## config.mk

```make
export PLATFORM = sky130hd
export DESIGN_NAME = instr_encoder
export DESIGN_NICKNAME = d
export VERILOG_FILES = /design/src/rtl/instr_encoder_pkg.sv /design/src/rtl/instr_encoder_imm_range_chk.sv /design/src/rtl/instr_encoder.sv
export SDC_FILE = /design/constraint.sdc
export NUM_CORES = 1
export LEC_CHECK = 0
export CAP_MARGIN = 25
export CORE_MARGIN = 8
export CORE_UTILIZATION = 60
export DETAILED_ROUTE_END_ITERATION = 16
export DONT_BUFFER_PORTS = 1
export GPL_TIMING_DRIVEN = 0
export MAX_ROUTING_LAYER = met4
export PLACE_DENSITY = 0.83
export SLEW_MARGIN = 0
export SYNTH_ARGS = -nofsm -noshare
export SYNTH_HDL_FRONTEND = slang
export SYNTH_SLANG_ARGS = --single-unit
```

## constraint.sdc

```tcl
create_clock -name clk -period 2.85 [get_ports clk]
set_input_delay 0.57 -clock clk [delete_from_list [all_inputs] [get_ports clk]]
set_output_delay 0.57 -clock clk [all_outputs]
set_load 0.05 [all_outputs]
```

## src/rtl/instr_encoder_pkg.sv

```systemverilog
// rtl/instr_encoder_pkg.sv - shared RV32I format codes, opcodes and field assembly
package instr_encoder_pkg;

  typedef enum logic [2:0] {
    FMT_R     = 3'd0,
    FMT_I     = 3'd1,
    FMT_SHIFT = 3'd2,
    FMT_S     = 3'd3,
    FMT_B     = 3'd4,
    FMT_U     = 3'd5,
    FMT_J     = 3'd6,
    FMT_RSV   = 3'd7
  } fmt_e;

  localparam logic [6:0] OP_LUI    = 7'b0110111;
  localparam logic [6:0] OP_AUIPC  = 7'b0010111;
  localparam logic [6:0] OP_JAL    = 7'b1101111;
  localparam logic [6:0] OP_JALR   = 7'b1100111;
  localparam logic [6:0] OP_BRANCH = 7'b1100011;
  localparam logic [6:0] OP_LOAD   = 7'b0000011;
  localparam logic [6:0] OP_STORE  = 7'b0100011;
  localparam logic [6:0] OP_IMM    = 7'b0010011;
  localparam logic [6:0] OP_REG    = 7'b0110011;

  typedef struct packed {
    fmt_e        fmt;
    logic [6:0]  opcode;
    logic [4:0]  rd;
    logic [4:0]  rs1;
    logic [4:0]  rs2;
    logic [2:0]  funct3;
    logic [6:0]  funct7;
    logic [31:0] imm;
  } fields_t;

  // Scatters immediate bits exactly where the core's decoder gathers them;
  // out-of-range immediates simply lose their upper bits.
  function automatic logic [31:0] encode_fields(input fields_t f);
    logic [31:0] i;
    logic [31:0] w;
    i = f.imm;
    w = '0;
    case (f.fmt)
      FMT_R:     w = {f.funct7, f.rs2, f.rs1, f.funct3, f.rd, f.opcode};
      FMT_I:     w = {i[11:0], f.rs1, f.funct3, f.rd, f.opcode};
      FMT_SHIFT: w = {f.funct7, i[4:0], f.rs1, f.funct3, f.rd, f.opcode};
      FMT_S:     w = {i[11:5], f.rs2, f.rs1, f.funct3, i[4:0], f.opcode};
      FMT_B:     w = {i[12], i[10:5], f.rs2, f.rs1, f.funct3, i[4:1], i[11], f.opcode};
      FMT_U:     w = {i[31:12], f.rd, f.opcode};
      FMT_J:     w = {i[20], i[10:1], i[11], i[19:12], f.rd, f.opcode};
      default:   w = '0;
    endcase
    return w;
  endfunction

endpackage

```

## src/rtl/instr_encoder_imm_range_chk.sv

```systemverilog
// rtl/instr_encoder_imm_range_chk.sv - combinational immediate range/alignment checker
module imm_range_chk
  import instr_encoder_pkg::*;
(
  input  logic [2:0]  fmt,
  input  logic [31:0] imm,
  output logic        err
);

  // A value fits a signed N-bit field when bits [31:N-1] are all equal.
  logic fits12;
  logic fits13;
  logic fits21;

  assign fits12 = (&imm[31:11]) | ~(|imm[31:11]);
  assign fits13 = (&imm[31:12]) | ~(|imm[31:12]);
  assign fits21 = (&imm[31:20]) | ~(|imm[31:20]);

  always_comb begin
    err = 1'b0;
    case (fmt_e'(fmt))
      FMT_R:     err = 1'b0;
      FMT_I:     err = ~fits12;
      FMT_SHIFT: err = |imm[31:5];
      FMT_S:     err = ~fits12;
      FMT_B:     err = ~fits13 | imm[0];
      FMT_U:     err = |imm[11:0];
      FMT_J:     err = ~fits21 | imm[0];
      default:   err = 1'b1;
    endcase
  end

endmodule

```

## src/rtl/instr_encoder.sv

```systemverilog
// rtl/instr_encoder.sv - two-stage RV32I instruction encoder with ready/valid handshakes
module instr_encoder
  import instr_encoder_pkg::*;
#(
  parameter logic [31:0] BASE_ADDR = 32'h0000_0000
) (
  input  logic        clk,
  input  logic        Reset,
  input  logic        in_valid,
  output logic        in_ready,
  input  logic [2:0]  fmt,
  input  logic [6:0]  opcode,
  input  logic [4:0]  rd,
  input  logic [4:0]  rs1,
  input  logic [4:0]  rs2,
  input  logic [2:0]  funct3,
  input  logic [6:0]  funct7,
  input  logic [31:0] imm,
  output logic        out_valid,
  input  logic        out_ready,
  output logic [31:0] out_instr,
  output logic [31:0] out_addr,
  output logic        out_err,
  output logic [31:0] count
);

  fields_t     in_fields;
  logic        in_err;

  logic        s1_valid_q, s1_valid_d;
  fields_t     s1_f_q, s1_f_d;
  logic        s1_err_q, s1_err_d;
  logic        s2_valid_q, s2_valid_d;
  logic [31:0] s2_instr_q, s2_instr_d;
  logic        s2_err_q, s2_err_d;
  logic [31:0] addr_q, addr_d;
  logic [31:0] count_q, count_d;

  logic        s2_free;
  logic        s1_adv;
  logic        in_fire;
  logic        out_fire;

  always_comb begin
    in_fields.fmt    = fmt_e'(fmt);
    in_fields.opcode = opcode;
    in_fields.rd     = rd;
    in_fields.rs1    = rs1;
    in_fields.rs2    = rs2;
    in_fields.funct3 = funct3;
    in_fields.funct7 = funct7;
    in_fields.imm    = imm;
  end

  imm_range_chk u_range_chk (
    .fmt (fmt),
    .imm (imm),
    .err (in_err)
  );

  // S2 frees up either because it is empty or because its word leaves this cycle.
  assign s2_free  = !s2_valid_q || out_ready;
  assign s1_adv   = s1_valid_q && s2_free;
  assign in_ready = !s1_valid_q || s1_adv;
  assign in_fire  = in_valid && in_ready;
  assign out_fire = s2_valid_q && out_ready;

  always_comb begin
    s1_valid_d = s1_valid_q;
    s1_f_d     = s1_f_q;
    s1_err_d   = s1_err_q;
    if (in_fire) begin
      s1_valid_d = 1'b1;
      s1_f_d     = in_fields;
      s1_err_d   = in_err;
    end else if (s1_adv) begin
      s1_valid_d = 1'b0;
    end
  end

  // The S2 word register is only rewritten on advance, so a stalled word holds.
  always_comb begin
    s2_valid_d = s2_valid_q;
    s2_instr_d = s2_instr_q;
    s2_err_d   = s2_err_q;
    if (s1_adv) begin
      s2_valid_d = 1'b1;
      s2_instr_d = encode_fields(s1_f_q);
      s2_err_d   = s1_err_q;
    end else if (out_fire) begin
      s2_valid_d = 1'b0;
    end
  end

  always_comb begin
    addr_d  = addr_q;
    count_d = count_q;
    if (out_fire) begin
      addr_d  = addr_q + 32'd4;
      count_d = count_q + 32'd1;
    end
  end

  always_ff @(posedge clk) begin
    if (Reset) begin
      s1_valid_q <= 1'b0;
      s1_f_q     <= '0;
      s1_err_q   <= 1'b0;
      s2_valid_q <= 1'b0;
      s2_instr_q <= '0;
      s2_err_q   <= 1'b0;
      addr_q     <= BASE_ADDR;
      count_q    <= '0;
    end else begin
      s1_valid_q <= s1_valid_d;
      s1_f_q     <= s1_f_d;
      s1_err_q   <= s1_err_d;
      s2_valid_q <= s2_valid_d;
      s2_instr_q <= s2_instr_d;
      s2_err_q   <= s2_err_d;
      addr_q     <= addr_d;
      count_q    <= count_d;
    end
  end

  assign out_valid = s2_valid_q;
  assign out_instr = s2_instr_q;
  assign out_err   = s2_err_q;
  assign out_addr  = addr_q;
  assign count     = count_q;

endmodule

```

* Word level (Yosys, flattened, before mapping)
Cells that the tools add are included.
** Word-level totals
- Bits in registers :: 167
- Bits in latches :: 0
- Bits in writable memories :: 0
- ROM bits :: 0
- Bits of input ports :: 71
- Output and inout bits :: 99
- Word-level logic and storage cells :: 66
- Memories kept :: 0
** Operators by class
- $add $sub $neg :: 2
- $mul :: 0
- Divide/modulo/power cells :: 0
- Magnitude comparators :: 0
- Eq/ne operators :: 12
- Shift-type cells :: 0
- Multiplexer cells :: 6
- Bitwise gates (word level) :: 11
- Reduce and logical (&&, ||, !) cells :: 20
** Operator list (count)
- case mux 32 bit (7 select lines) :: 1
- adder 32 x 1 -> 32 bit (second input constant) :: 1
- adder 32 x 3 -> 32 bit (second input constant) :: 1
- OR reduction 27 bit :: 1
- OR reduction 12 bit :: 2
- AND reduction 21 bit :: 1
- OR reduction 21 bit :: 1
- AND reduction 20 bit :: 1
- OR reduction 20 bit :: 1
- == test 3 bit (second input constant) :: 6
- == test 3 x 2 -> 1 bit (second input constant) :: 4
- AND reduction 12 bit :: 1
- == test 3 x 1 -> 1 bit (second input constant) :: 2
- logical NOT 3 bit :: 2
- NOT 1 bit :: 6
- case mux 1 bit (6 select lines) :: 1
- bitwise OR 1 bit :: 5
- 2-to-1 mux 1 bit :: 4
- nonzero test 2 bit :: 2
- logical AND 1 bit :: 3
- logical NOT 1 bit :: 2
- logical OR 1 bit :: 2
- OR reduction 2 bit :: 1

* Longest topological paths before layout
Gate-level depths: netlist (run 1).
- Depth in word-level cells :: 6
- Mapped depth :: 7

* Hierarchy
Synthesis (run 1) repeated with hierarchy kept, for this count alone.
** Second synthesis, totals
- Cells, all modules :: 914
- Area total of the unflattened synthesis :: 7315.8 µm²
** By module, submodules not included
- instr_encoder :: instances 1, cells an instance 883, area each 7135.6 µm², seq. area each 3303.2 µm²
- imm_range_chk :: instances 1, cells an instance 31, area each 180.2 µm², seq. area each 0.0 µm²

* Worst setup path after synthesis (run 1)
OpenSTA, ideal clock, no wires.
- Path type :: reg-to-reg
- Start :: register addr_q[4], in the netlist out_addr[4]
- End :: register addr_q[31], in the netlist out_addr[31]
- Setup time :: 0.123 ns
- Arrival time :: 2.266 ns
- Data required time :: 2.727 ns
- Setup slack :: 0.461 ns
- Cell stages (with the launch flop) :: 6
- Path through :: dfxtp_1 -> nand4_2 -> or4_4 -> or2_1 -> nor4_2 -> mux2_1
** Between the ends
- Cells in the longest elaborated chain, start to end :: 1
** RTL lines
- start, declared :: RTL line instr_encoder.sv:36 : logic [31:0] addr_q, addr_d;
- start signal, assigned :: RTL line instr_encoder.sv:121 : addr_q <= addr_d;
- adder 32 x 3 -> 32 bit :: RTL line instr_encoder.sv:99 : addr_d = addr_q + 32'd4;
No other way between the ends.
A chain may end at the register's enable or synchronous reset.

* Final worst setup path (run 1)
- Start :: register s2_valid_q, in the netlist out_valid
- End :: register s1_f_q[39] in the netlist's numbering
** Between the ends
- Cells in the longest elaborated chain, start to end :: 5
** RTL lines
- start, declared :: RTL line instr_encoder.sv:33 : logic s2_valid_q, s2_valid_d;
- start signal, assigned :: RTL line instr_encoder.sv:118 : s2_valid_q <= s2_valid_d;
- logical NOT 1 bit :: RTL line instr_encoder.sv:62 : assign s2_free = !s2_valid_q || out_ready;
- logical OR 1 bit :: RTL line instr_encoder.sv:62
- logical AND 1 bit :: RTL line instr_encoder.sv:63 : assign s1_adv = s1_valid_q && s2_free;
- logical OR 1 bit :: RTL line instr_encoder.sv:64 : assign in_ready = !s1_valid_q || s1_adv;
- named net in_ready :: RTL line instr_encoder.sv:10 : output logic in_ready,
- logical AND 1 bit :: RTL line instr_encoder.sv:65 : assign in_fire = in_valid && in_ready;
- end signal, assigned :: RTL line instr_encoder.sv:107 : s1_f_q <= '0;
- end signal, assigned :: RTL line instr_encoder.sv:116 : s1_f_q <= s1_f_d;
- end, declared :: RTL line instr_encoder.sv:31 : fields_t s1_f_q, s1_f_d;
The timed path passes the listed nets, and every way through them passes these cells.

==> results of run 1 <==
[flip-flops by register name, summed over array words and instances, names as in the netlist]
signal and cells:
out_valid 1, out_addr 30, count 32, out_instr 32, s1_err_q 1, out_err 1
s1_valid_q 1, s1_f_q 67
[metrics by stage]
stage                     total power [uW]  std cells
final                                 5410       1033
after global routing                  5580       1033
after CTS                             5430       1033
after detailed placement              2880       1001
after global placement                2870       1001
after floorplan                       2780        858
[power by group through the flow]
stage | Sequential, uW | Combinational, uW | Clock (uW)
3_3_place_gp | 2570 | 296 | 0
6_report | 2520 | 309 | 2580
4_1_cts | 2520 | 305 | 2600
5_1_grt | 2530 | 345 | 2700
3_5_place_dp | 2570 | 302 | 0
2_1_floorplan | 2550 | 230 | 0
[cell type report]
cell class	count	share of cell area, %
multi-input combinational	624	43.3
sequential	165	42.3
clock buffer	24	6.43
buffer	51	2.60
tap	143	2.29
clock inverter	8	2.15
inverter	18	0.866
[routing by layer]
layer	global-route usage [%]	vias up	wire, um
met5	-	-	0
met4	10.9	0	372
met3	9.75	29	2060
met2	39.5	240	8970
met1	31.0	2917	8020
li1	-	3021	-
[kinds of logic after synthesis]
family | count (synthesis)
adder cells (fa/ha/maj) | 2
flip-flops | 165
multiplexers | 8
buffers and inverters | 69
other | 1
AND/OR/NAND/NOR | 408
AO/OA/AOI/OAI | 159
XOR/XNOR | 45
[how the worst min path moves through the flow]
stage | start | to | slack [ps] | depth (start not counted)
2_1_floorplan | s1_f_q[26] | s1_f_q[26] | 430 | 2
3_3_place_gp | s1_f_q[62] | s1_f_q[62] | 440 | 2
3_5_place_dp | s1_f_q[28] | s1_f_q[28] | 450 | 2
4_1_cts | funct3[2] | s1_f_q[41] | 260 | 2
5_1_grt | funct3[1] | s1_f_q[40] | 260 | 2
6_report | imm[7] | s1_f_q[7] | 270 | 2
[repair_timing]
item / CTS / global route
gates resized for setup: 1 / 3
setup endpoints to repair: 30 / 30
hold buffers: 0 / 0
[cells in the mapped netlist (5+ instances only)]
cell type  number  share of area [%]
nor4_1          9               0.81
buf_1           5               0.27
nand3_1        27                1.9
nand4_1        20                1.8
a21oi_1        89                6.4
nand2_1       166                9.0
dfxtp_1       165                 48
or3_1          12                1.1
a22oi_1        14                1.5
nor2_1         89                4.8
nor2b_1         8               0.72
inv_1          18               0.97
a221oi_1       13                1.6
o21ai_0        19                1.4
clkbuf_1       44                2.4
and4_1          7               0.88
nor3_1         32                2.3
xnor2_1        28                3.5
and3_1         11               0.99
xor2_1         17                2.1
or2_2           5               0.45
[worst register-to-register path: stages (launching register included)]
cell	delay, ps
dfxtp_2	560
nor2b_1	260
nand2_1	400
nand2_1	290
clkbuf_1	400
clkbuf_2	340
nand2_1	110
a21oi_1	180
==> flow_summary.toml, run 1 <==
[finish]
stdcell_area_mm2 = 0.00780
fin_util_pct = 68.6
multi_input_area_mm2 = 0.00338
n_antenna_cell = 0
n_fill_cell = 941
seqCellArea_mm2 = 0.00330
drive_gt1_share_pct = 5.73
layout_commonest_cell = "nand2_1"
mostFrequentLayoutCells = "nand2_1, dfxtp_1, nor2_1, a21oi_1, clkbuf_1"
nNetsFinal = 950
area_growth_pct = 12.3

[outcome]
status = "finished clean"

[logic_synthesis]
synth-edff-count = 0
synth_top_family_by_area = "simple AND/OR/NAND/NOR gates"
postSynthCellCount = 857
synth_compound_area_share_pct = 13.8
seq_area_frac_synth_pct = 47.5
synthSimpleGateAreaFrac_pct = 27.5
synth-adder-area-share_pct = 0.360
synth_cell_types = 51
synth_xor_area_share_pct = 5.67
syn_area_mm2 = 0.00695
synth_flop_cell = "dfxtp_1"
synth_warnings = 0
synth_area_per_cell_um2 = 8.11
synthMuxAreaShare_pct = 1.22
ys_ff_latch = 165
synthArstFlopShare_pct = 0

[worst_setup_path]
crit_type = "reg2reg"
path_buf_inv = 2
cp_slowest_stage_delay_ps = 560
cp_common_cell = "nand2_1"
cp.arrival_ps = 2970
cpLargestDelayFamily = "simple AND/OR/NAND/NOR gates"
startpoint = "out_valid"
required_ps = 3200
path_cells = "nor2b_1 -> nand2_1 -> nand2_1 -> clkbuf_1 -> clkbuf_2 -> nand2_1 -> a21oi_1"
r2r_cells = 7
rr_endpoint = "s1_f_q[39]"
regToRegStartpoint = "out_valid"
slowest_stage = "dfxtp_2"
worst-path-stages = 7
crit_path_end_kind = "flop"
rrSetupSlack_ps = 230
cp_max_fo = 10
startpoint_type = "flop"
crit_path_end = "s1_f_q[39]"

[power]
power_frac_clock_pct = 47.6
combPwrFrac_pct = 5.7
ir_drop_uv = 701
seqPwrFrac_pct = 46.7
power.density_mw_per_mm2 = 693
switching_share_pct = 23.2
p_leak_uw = 0.00276
intPower_uw = 4150
p_switching_uw = 1260

[clock_tree]
cts_max_path_buffers = 2
h-tree-depth = 4
root_buffer = "clkbuf_16"
tritoncts = "yes"
clkSlewWorstSetupHoldPaths_ps = 60
cts.sinks = 165
cts_setup_buffers = 0
clkLatencyLatePin_ps = 430
cts_buffers = 17

[timing]
fin_tns_setup_ps = 0
relSlewSlack_pct = 53.0
skew_ps = 9.05
period_share_pct = 92.0
finalCriticalPeriod_ps = 2620
setup_slack_ps = 228
worst_pin_slew_ps = 704
fmax_mhz = 381
setup_violations = 0
rsz0062_at_grt = "false"
whs_ps = 269
hold_viol = 0
slew_viol_final = 0

[floorplan]
die_width_um = 124
num_rows = 39
start_util_pct = 61.1
core_mm2 = 0.0114
fp.dieH_um = 124
num_io_pins = 170
dieArea_mm2 = 0.0153

[routing]
drtPass1Iterations = 5
drc = 0
viasPerCell = 6.01
ant_nets = 0
vias = 6207
routed_wl_mm = 19.4
avgRoutedWirePerCell_um = 18.8
drt-initial-drc-count = 580

[placed_design]
dp_hpwl_mm = 14.4
gp_congestion = 0.948
dpl_cell_area_mm2 = 0.00713
pre_cts_ws_ps = -87.7
portBuffers = 0

[global_route]
grt_pass1_wl_mm = 30.0
antenna_found_initial = 0
grtUsageTotal_pct = 26.2
grt_pass1_vias = 5826
grt_max_degree = 17
gr-total-overflow = 0

[job]
maxCapViolations = 0

[worst_hold_path]
hold_class = "in2reg"
Power figures use the tool's default switching activity.
==> run 2: changes to the inputs <==
- SLEW_MARGIN: 0 -> 30
==> results of run 2 <==
No change in the layout: final DEF, timing and power equal those of run 1.
